===== config.mk =====
export PLATFORM = sky130hd
export DESIGN_NAME = trade_order_queue
export DESIGN_NICKNAME = d
export VERILOG_FILES = /design/src/rtl/trade_order_queue.sv
export SDC_FILE = /design/constraint.sdc
export NUM_CORES = 1
export LEC_CHECK = 0
export CAP_MARGIN = 20
export CORE_MARGIN = 8
export CORE_UTILIZATION = 55
export DETAILED_ROUTE_END_ITERATION = 12
export PLACE_DENSITY_LB_ADDON = 0.25
export REMOVE_ABC_BUFFERS = 1
export SLEW_MARGIN = 20
export SYNTH_ARGS = -nofsm -noshare
export SYNTH_HDL_FRONTEND = slang
export SYNTH_SLANG_ARGS = --single-unit

===== constraint.sdc =====
create_clock -name clk -period 11.1 [get_ports clk]
set_input_delay 2.22 -clock clk [delete_from_list [all_inputs] [get_ports clk]]
set_output_delay 2.22 -clock clk [all_outputs]
set_load 0.01 [all_outputs]

===== src/rtl/trade_order_queue.sv =====
// trade_order_queue: turns a level-held arbitrage trigger into de-duplicated, rate-limited buy
// orders buffered in a first-word-fall-through FIFO. Define TRADE_ORDER_SEQ_EN for sequence tags.
module trade_order_queue #(
  parameter int unsigned DEPTH    = 8,
  parameter int unsigned COOLDOWN = 4
) (
  input  logic                      clk,
  input  logic                      rst,
  input  logic                      trade_trigger,
  input  logic [63:0]               trade_price,
  output logic                      order_valid,
  input  logic                      order_ready,
  output logic [63:0]               order_price,
`ifdef TRADE_ORDER_SEQ_EN
  output logic [15:0]               order_seq,
`endif
  output logic [$clog2(DEPTH):0]    fifo_count,
  output logic [15:0]               drop_count
);

  localparam int unsigned AW       = $clog2(DEPTH);
  localparam logic [AW:0] FULL_CNT = DEPTH[AW:0];
  localparam logic [7:0]  CD_LOAD  = COOLDOWN[7:0];

  logic          prev_trig;
  logic [63:0]   last_price;
  logic [7:0]    cd_cnt;
  logic [AW-1:0] wr_ptr;
  logic [AW-1:0] rd_ptr;
  logic [63:0]   price_mem [DEPTH];

  logic candidate;
  logic capture;
  logic pop;
  logic push;
  logic drop;

  // A held trigger only re-arms when the qualifying price moves.
  always_comb begin
    candidate = trade_trigger && (!prev_trig || (trade_price != last_price));
    capture   = candidate && (cd_cnt == '0);
    pop       = order_valid && order_ready;
    push      = capture && ((fifo_count != FULL_CNT) || pop);
    drop      = capture && !push;
  end

  always_ff @(posedge clk or posedge rst) begin
    if (rst) begin
      prev_trig  <= 1'b0;
      last_price <= '0;
      cd_cnt     <= '0;
    end else begin
      prev_trig <= trade_trigger;
      if (capture) begin
        last_price <= trade_price;
        cd_cnt     <= CD_LOAD;
      end else if (cd_cnt != '0) begin
        cd_cnt <= cd_cnt - 8'd1;
      end
    end
  end

  always_ff @(posedge clk or posedge rst) begin
    if (rst) begin
      wr_ptr     <= '0;
      rd_ptr     <= '0;
      fifo_count <= '0;
      drop_count <= '0;
    end else begin
      if (push) wr_ptr <= wr_ptr + 1'b1;
      if (pop)  rd_ptr <= rd_ptr + 1'b1;
      case ({push, pop})
        2'b10:   fifo_count <= fifo_count + 1'b1;
        2'b01:   fifo_count <= fifo_count - 1'b1;
        default: fifo_count <= fifo_count;
      endcase
      if (drop && (drop_count != '1)) drop_count <= drop_count + 16'd1;
    end
  end

  always_ff @(posedge clk) begin
    if (push) price_mem[wr_ptr] <= trade_price;
  end

  assign order_valid = (fifo_count != '0);
  // Head is masked while empty so the outputs read zero straight out of reset.
  assign order_price = order_valid ? price_mem[rd_ptr] : '0;

`ifdef TRADE_ORDER_SEQ_EN
  logic [15:0] seq_cnt;
  logic [15:0] seq_next;
  logic [15:0] seq_mem [DEPTH];

  assign seq_next = seq_cnt + 16'd1;

  // Dropped captures still consume a number so the consumer can detect gaps.
  always_ff @(posedge clk or posedge rst) begin
    if (rst) seq_cnt <= '0;
    else if (capture) seq_cnt <= seq_next;
  end

  always_ff @(posedge clk) begin
    if (push) seq_mem[wr_ptr] <= seq_next;
  end

  assign order_seq = order_valid ? seq_mem[rd_ptr] : '0;
`endif

endmodule

Yosys cells after proc, flatten, opt, wreduce, memory -nomap -nowiden
Memories as Yosys holds them, arrays and structs flattened.
Cells that the tools add are included.
{"block": "totals", "reg_bits": 99, "wordCells": 40, "n_memories": 1, "mem_bits_rw": 512}
{"block": "op_classes", "mux": 6, "n_eq_ne": 5, "add_sub_neg": 6, "reduce_logical": 15}
{"name": "price_mem", "depth": 8, "width": 64, "read_ports": 1, "rd_ports_with_merged_regs": 0, "wr": 1, "line_no": "30", "rtl": "logic [63:0] price_mem [DEPTH];"}
{"operator": "$mux 64", "count": 1}
{"operator": "$ne 64x64->1", "count": 1}
{"operator": "$add 16x1->16 const B", "count": 1}
{"operator": "$mux 8", "count": 2}
{"operator": "$ne 16x16->1 const B", "count": 1}
{"operator": "$logic_not 8->1", "count": 1}
{"operator": "$pmux 4 s2", "count": 1}
{"operator": "$reduce_bool 8->1", "count": 1}
{"operator": "$sub 8x1->8 const B", "count": 1}
{"operator": "$add 3x1->3 const B", "count": 2}
{"operator": "$logic_and 1x1->1", "count": 6}
{"operator": "$add 4x1->4 const B", "count": 1}
{"operator": "$ne 4x4->1 const B", "count": 1}
{"operator": "$reduce_bool 2->1", "count": 2}
{"operator": "$reduce_bool 4->1", "count": 1}
{"operator": "$sub 4x1->4 const B", "count": 1}
{"operator": "$eq 2x1->1 const B", "count": 1}
{"operator": "$eq 2x2->1 const B", "count": 1}
{"operator": "$logic_not 1->1", "count": 2}
{"operator": "$logic_or 1x1->1", "count": 2}
{"operator": "$mux 1", "count": 2}

Depth between registers and ports, before layout
{"block": "depth", "ltp_word": 8, "ltp_mapped": 13, "depth_no_buf": 12}

Least setup slack after synthesis
OpenSTA, ideal clock, no wires.
{"block": "synth_path", "kind": "input-to-reg", "startpoint": "input trade_price[41]", "endpoint": "memory price_mem[4][0] (enable)", "slack_ns": 2.041, "path_buffers": 3, "path_stages": 11, "setup_ns": 0.578, "t_arrival_ns": 8.481, "cell_sequence": "inv_1 > a222oi_1 > nor4b_1 > and4_1 > a31o_2 > buf_2 > nor2_1 > buf_2 > buf_2 > nand2_1 > nor3b_1"}
{"block": "synth_via", "elab_chain_len": 7}
{"element": "start, declared", "line_no": "10", "rtl": "input logic [63:0] trade_price,"}
{"element": "$ne 64x64->1", "line_no": "40", "rtl": "candidate = trade_trigger && (!prev_trig || (trade_price != last_price));"}
{"element": "$logic_or 1x1->1", "line_no": "40"}
{"element": "$logic_and 1x1->1", "line_no": "40"}
{"element": "$logic_and 1x1->1", "line_no": "41", "rtl": "capture = candidate && (cd_cnt == '0);"}
{"element": "$logic_and 1x1->1", "line_no": "43", "rtl": "push = capture && ((fifo_count != FULL_CNT) || pop);"}
{"element": "$mux 1", "line_no": "82", "rtl": "if (push) price_mem[wr_ptr] <= trade_price;"}
{"element": "$mux 1 (not written as such)", "line_no": "82"}
{"element": "end, declared", "line_no": "30"}
No other way between the ends.

Worst setup path after layout
{"block": "layout_path", "startpoint": "input trade_price[44]", "endpoint": "memory price_mem[1][40] (enable)"}
Same word-level chain as after synthesis.

==> flow_results.org <==
** Pwr
- Of the total power, the share spent switching nets is 0.279.
- Register share of total power :: 0.418
- Internal power comes to between 0.004 and 0.005 W.
- Overall power consumption after layout is estimated at 0.00682 W.
- For this design the total switching power over the nets is roughly 0.0019 W.
- Worst ir drop on vdd :: 196 uV
- Summed over all cells, the static leakage comes to about 10 nW.
- Of the total power, combinational logic draws 0.290.
- The share of total power dissipated in the clock network is 0.292.
- Dividing total power by cell area gives a power density of about 240 nW/um2.

** Timing
- Setup violations remaining at the end of the flow were counted as 0.
- Fin crit period :: about 6.3 ns
- Max-slew violation count :: 0
- Hold Violations, Final :: 0
- Slew at the pin with the worst max-slew slack :: between 1 and 1.5 ns
- Fin Hold WS :: between 0.4 and 0.5 ns
- Clock skew on the completed layout was measured at 0.0152 ns.
- Maximum achievable frequency :: between 150 and 200 MHz
- Setup repair after global routing left no endpoint under its margin.
- Post-route clock period utilization :: 0.564
- In this run the tightest slew margin relative to its limit is 0.245.

** Die
- The die is ~230 um wide.
- The initial utilization of the core area, before any placement, comes to 0.559.
- Die outline area :: around 51000 um2
- Die H :: about 230 um
- Pin placement for this block handled approximately 150 I/O pins.
- Row generation in the floorplan step produced 76 rows.
- The core region is ~43000 um2.

** GRT
- The first global-routing pass estimated ~77000 um of wire.
- Number of global-route vias before repair :: about 13000
- Initial antenna violation count :: 5
- Pin count of the biggest net entering global routing :: around 130
- Global route overflow :: 0
- In the global route stage, overall resource usage came out at 0.200.

** Placed design
- Detailed placement ended at an HPWL of roughly 27000 um.
- Buffers placed on the I/O ports in this run total 152.
- Weighted congestion at the end of routability-driven global placement :: between 0.7 and 0.8

** Clock network
- Post-CTS setup buffer count :: 0
- After clock tree synthesis, the repair step resized 0 gates.
- Max Buffers Root-to-Sink :: 3
- CTS tree :: yes
- The H-tree generated during clock tree synthesis spans 2 levels.
- TritonCTS created 58 clock buffers.
- The later pin in the worst-skew pair is clocked with a latency of approximately 0.60 ns.
- The clock net in this run drives a total of about 610 sinks.
- Clock-pin slew was measured on the worst setup and hold paths at 0.06 ns.
- After clock tree synthesis, the flow added hold-fix buffers numbering 0.
- Master cell of the clock root buffer :: sky130_fd_sc_hd__clkbuf_16

** Drt
- Post-Route M1 WL :: approximately 21000 um
- The routed design uses between 20000 and 25000 um of met2 wire.
- Detailed-router iteration count before antenna repair :: 5
- Total number of vias :: around 12000
- Average wire per standard cell :: 24.5 um
- Remaining antenna violation count :: 0
- After the first detailed-routing iteration, the DRC count stood at 992.
- For this block, the routed nets add up to about 50000 um of wire.
- Dividing the detail-routed via count by the number of cells gives just under 6.
- Met3 WL post-DR :: roughly 3100 um
- Remaining design rule violation count :: 0
- Top Layer Used :: met5

** Cells and area
- The net count of the finished layout is around 1500.
- Count of filler cells inserted in the layout :: ~2900
- The area growth from synthesis to layout is 17.6%.
- Of the cells placed in the final design, the portion with a size suffix greater than 1 is 0.194.

** Run status
- The run finished with clean final reports.

** Setup path
- Type of element capturing the critical path :: flip-flop
- Category of the worst setup path launch point :: input port
- The largest single stage delay on the critical path is roughly 0.86 ns.
- Top cell family by delay on the critical path :: simple AND/OR/NAND/NOR gates
- The slowest stage of the critical path belongs to the cell sky130_fd_sc_hd__buf_4.
- The critical path starts at trade_price[44].
- Walking the worst path, the cells encountered are clkdlybuf4s50_1 -> inv_1 -> o221ai_1 -> nor4b_1 -> and4_1 -> a31o_2 -> nor3_1 -> nand2_1 -> nor3_2 -> buf_4.
- Worst Path Arrival :: 6.47 ns
- Required time reported for the critical path endpoint :: 11.31 ns
- Worst-path fanout max :: 53
- Reg-to-Reg Start :: cd_cnt[0]$_DFFE_PP0P_
- The setup path with the least slack is of type input port to flip-flop.
- The critical path contains buffers and inverters numbering 3 combined.

** Synthesis
- Among all flip-flop cells after synthesis, the most frequent one is sky130_fd_sc_hd__edfxtp_1.
- Largest family of logic cells by synthesized area :: multiplexers
- The synthesized design contains roughly 510 enable-type register cells.
- Post-Synth Simple-Gate Area :: 0.0320
- For this run, the number of Yosys warnings is 0.
- After technology mapping, the gate count stands at between 1000 and 1500.
- Of the total synthesized cell area, the portion taken by XOR and XNOR cells is 0.0250.
- Post-synthesis share of cell area spent on full adders, half adders and majority gates :: 0.00394
- Unique masters post-synth :: between 40 and 50
- Fraction of the mapped netlist area in compound gates :: 0.0125
- Multiplexer area fraction after synthesis :: 0.173
- In this run, synthesis produced a sequential element count of between 600 and 700.
- For this run, the register share of the synthesized area comes to 0.739.
- The average instance in the mapped netlist occupies 19.6 um2.
- Asr flop ratio synth :: 0.162
- Synth Cell Area :: between 20000 and 25000 um2

** Min path
- Type of the worst min-delay path :: flip-flop to flip-flop
- Launch instance of the worst min-delay path :: last_price[19]$_DFFE_PP0P_

** Run
- Maxcap violations :: 0
worst reg2reg max path, delay by kind of cell, from the launching register on:
kind,cells,cell delay [ns]
and+or+nand+nor,6,2.75
DFF,1,0.38
buffers and inverters,2,0.97
adders and majority gates,1,0.17
synth_stat cells (20+ instances only):
library cell / count / share of area
sky130_fd_sc_hd__buf_1: 27 / 0.0042
sky130_fd_sc_hd__clkbuf_1: 21 / 0.0033
sky130_fd_sc_hd__dfrtp_1: 99 / 0.10
sky130_fd_sc_hd__edfxtp_1: 512 / 0.64
sky130_fd_sc_hd__inv_1: 32 / 0.0050
sky130_fd_sc_hd__mux2_1: 20 / 0.0093
sky130_fd_sc_hd__mux2_2: 38 / 0.018
sky130_fd_sc_hd__mux2i_1: 65 / 0.027
sky130_fd_sc_hd__mux4_2: 128 / 0.12
sky130_fd_sc_hd__nand2_1: 38 / 0.0059
sky130_fd_sc_hd__nor2_1: 73 / 0.011
sky130_fd_sc_hd__xnor2_1: 24 / 0.0087
sky130_fd_sc_hd__xor2_1: 45 / 0.016
metal layers:
metal | track usage | vias to the layer above
met4 | 0.0497 | 4
li1 | - | 5239
met2 | 0.329 | 325
met5 | 0 | -
met3 | 0.0406 | 54
met1 | 0.274 | 6325
metrics by stage:
| stage | instances | setup TNS (ns) | util | setup WS [ns] | cell area, um2 |
|---|---|---|---|---|---|
| 3_5_place_dp | 1931 | 0 | 0.611 | 4.15 | 26400 |
| 5_1_grt | 2044 | 0 | 0.657 | 4.53 | 28400 |
| 2_1_floorplan | 1178 | -83.74 | - | -0.596 | 23900 |
| 6_report | 2045 | 0 | 0.657 | 4.84 | 28400 |
| 3_3_place_gp | 1931 | 0 | 0.611 | 4.33 | 26400 |
| 4_1_cts | 2041 | 0 | 0.657 | 4.79 | 28300 |
cell type report:
cell class              instances  area (um2)  area share
diodes                          3        7.51    0.000265
clock buffers                  78        1610      0.0567
clock inverters                32         337      0.0119
well taps                     585         732      0.0258
flip-flops and latches        611       17900       0.629
inverters                      32         123     0.00432
repair buffers                169        1690      0.0594
multi-input cells             535        6020       0.212
worst paths after layout:
path	endpoint	cells past startpoint	slack, ns
min in group asynchronous	last_price[28]$_DFFE_PP0P_	2	2.06
max	price_mem[1][40]$_DFFE_PP_	10	4.84
min reg2reg	last_price[19]$_DFFE_PP0P_	1	0.49
max reg2reg	price_mem[1][40]$_DFFE_PP_	9	6.39
min	last_price[19]$_DFFE_PP0P_	1	0.49
max in group asynchronous	last_price[43]$_DFFE_PP0P_	3	7.81
registers in the layout, summed over array words and instances, names as in the netlist:
| register | flops |
|---|---|
| wr_ptr | 3 |
| drop_count | 16 |
| price_mem | 512 |
| last_price | 64 |
| cd_cnt | 8 |
| prev_trig | 1 |
| fifo_count | 4 |
| rd_ptr | 3 |
cells by family (layout without fill, tap and decap cells):
group	count (synthesis)	in the layout
multiplexers	251	251
AO/OA/AOI/OAI	44	44
XOR/XNOR	69	69
flip-flops	611	611
other	0	3
AND/OR/NAND/NOR	164	164
buffers and inverters	86	311
adder cells (fa/ha/maj)	7	7
cells in the final DEF, fill, tap and decap left out, types with 4 or more instances in the layout:
master	Yosys	layout
sky130_fd_sc_hd__nor3_1	7	5
sky130_fd_sc_hd__and4_1	4	4
sky130_fd_sc_hd__clkbuf_16	0	61
sky130_fd_sc_hd__o21ai_0	15	15
sky130_fd_sc_hd__dfrtp_1	99	96
sky130_fd_sc_hd__nor3b_2	0	4
sky130_fd_sc_hd__nor4_1	13	12
sky130_fd_sc_hd__clkinv_1	0	13
sky130_fd_sc_hd__mux2_1	20	20
sky130_fd_sc_hd__mux2_2	38	38
sky130_fd_sc_hd__nor2_1	73	70
sky130_fd_sc_hd__nand4_1	6	6
sky130_fd_sc_hd__ha_1	6	6
sky130_fd_sc_hd__nand2_1	38	38
sky130_fd_sc_hd__xor2_1	45	45
sky130_fd_sc_hd__mux4_2	128	128
sky130_fd_sc_hd__o22ai_1	5	5
sky130_fd_sc_hd__clkbuf_1	21	15
sky130_fd_sc_hd__xnor2_1	24	24
sky130_fd_sc_hd__a21oi_1	4	4
sky130_fd_sc_hd__bufinv_16	0	7
sky130_fd_sc_hd__mux2i_1	65	65
sky130_fd_sc_hd__buf_4	1	14
sky130_fd_sc_hd__clkdlybuf4s50_1	0	152
sky130_fd_sc_hd__or3_1	4	4
sky130_fd_sc_hd__edfxtp_1	512	512
sky130_fd_sc_hd__inv_1	32	31
sky130_fd_sc_hd__clkinv_2	0	5
sky130_fd_sc_hd__clkinvlp_4	0	4
power by group through the flow:
stage / logic [W] / clock network [W] / registers [W]
detailed placement: 0.00201 / 0 / 0.00290
finish: 0.00198 / 0.00199 / 0.00285
global placement: 0.00198 / 0 / 0.00288
floorplan: 0.00124 / 0 / 0.00299
global route: 0.00215 / 0.00211 / 0.00288
CTS: 0.00202 / 0.00203 / 0.00285
No activity file was read; power rests on OpenSTA's default activity.
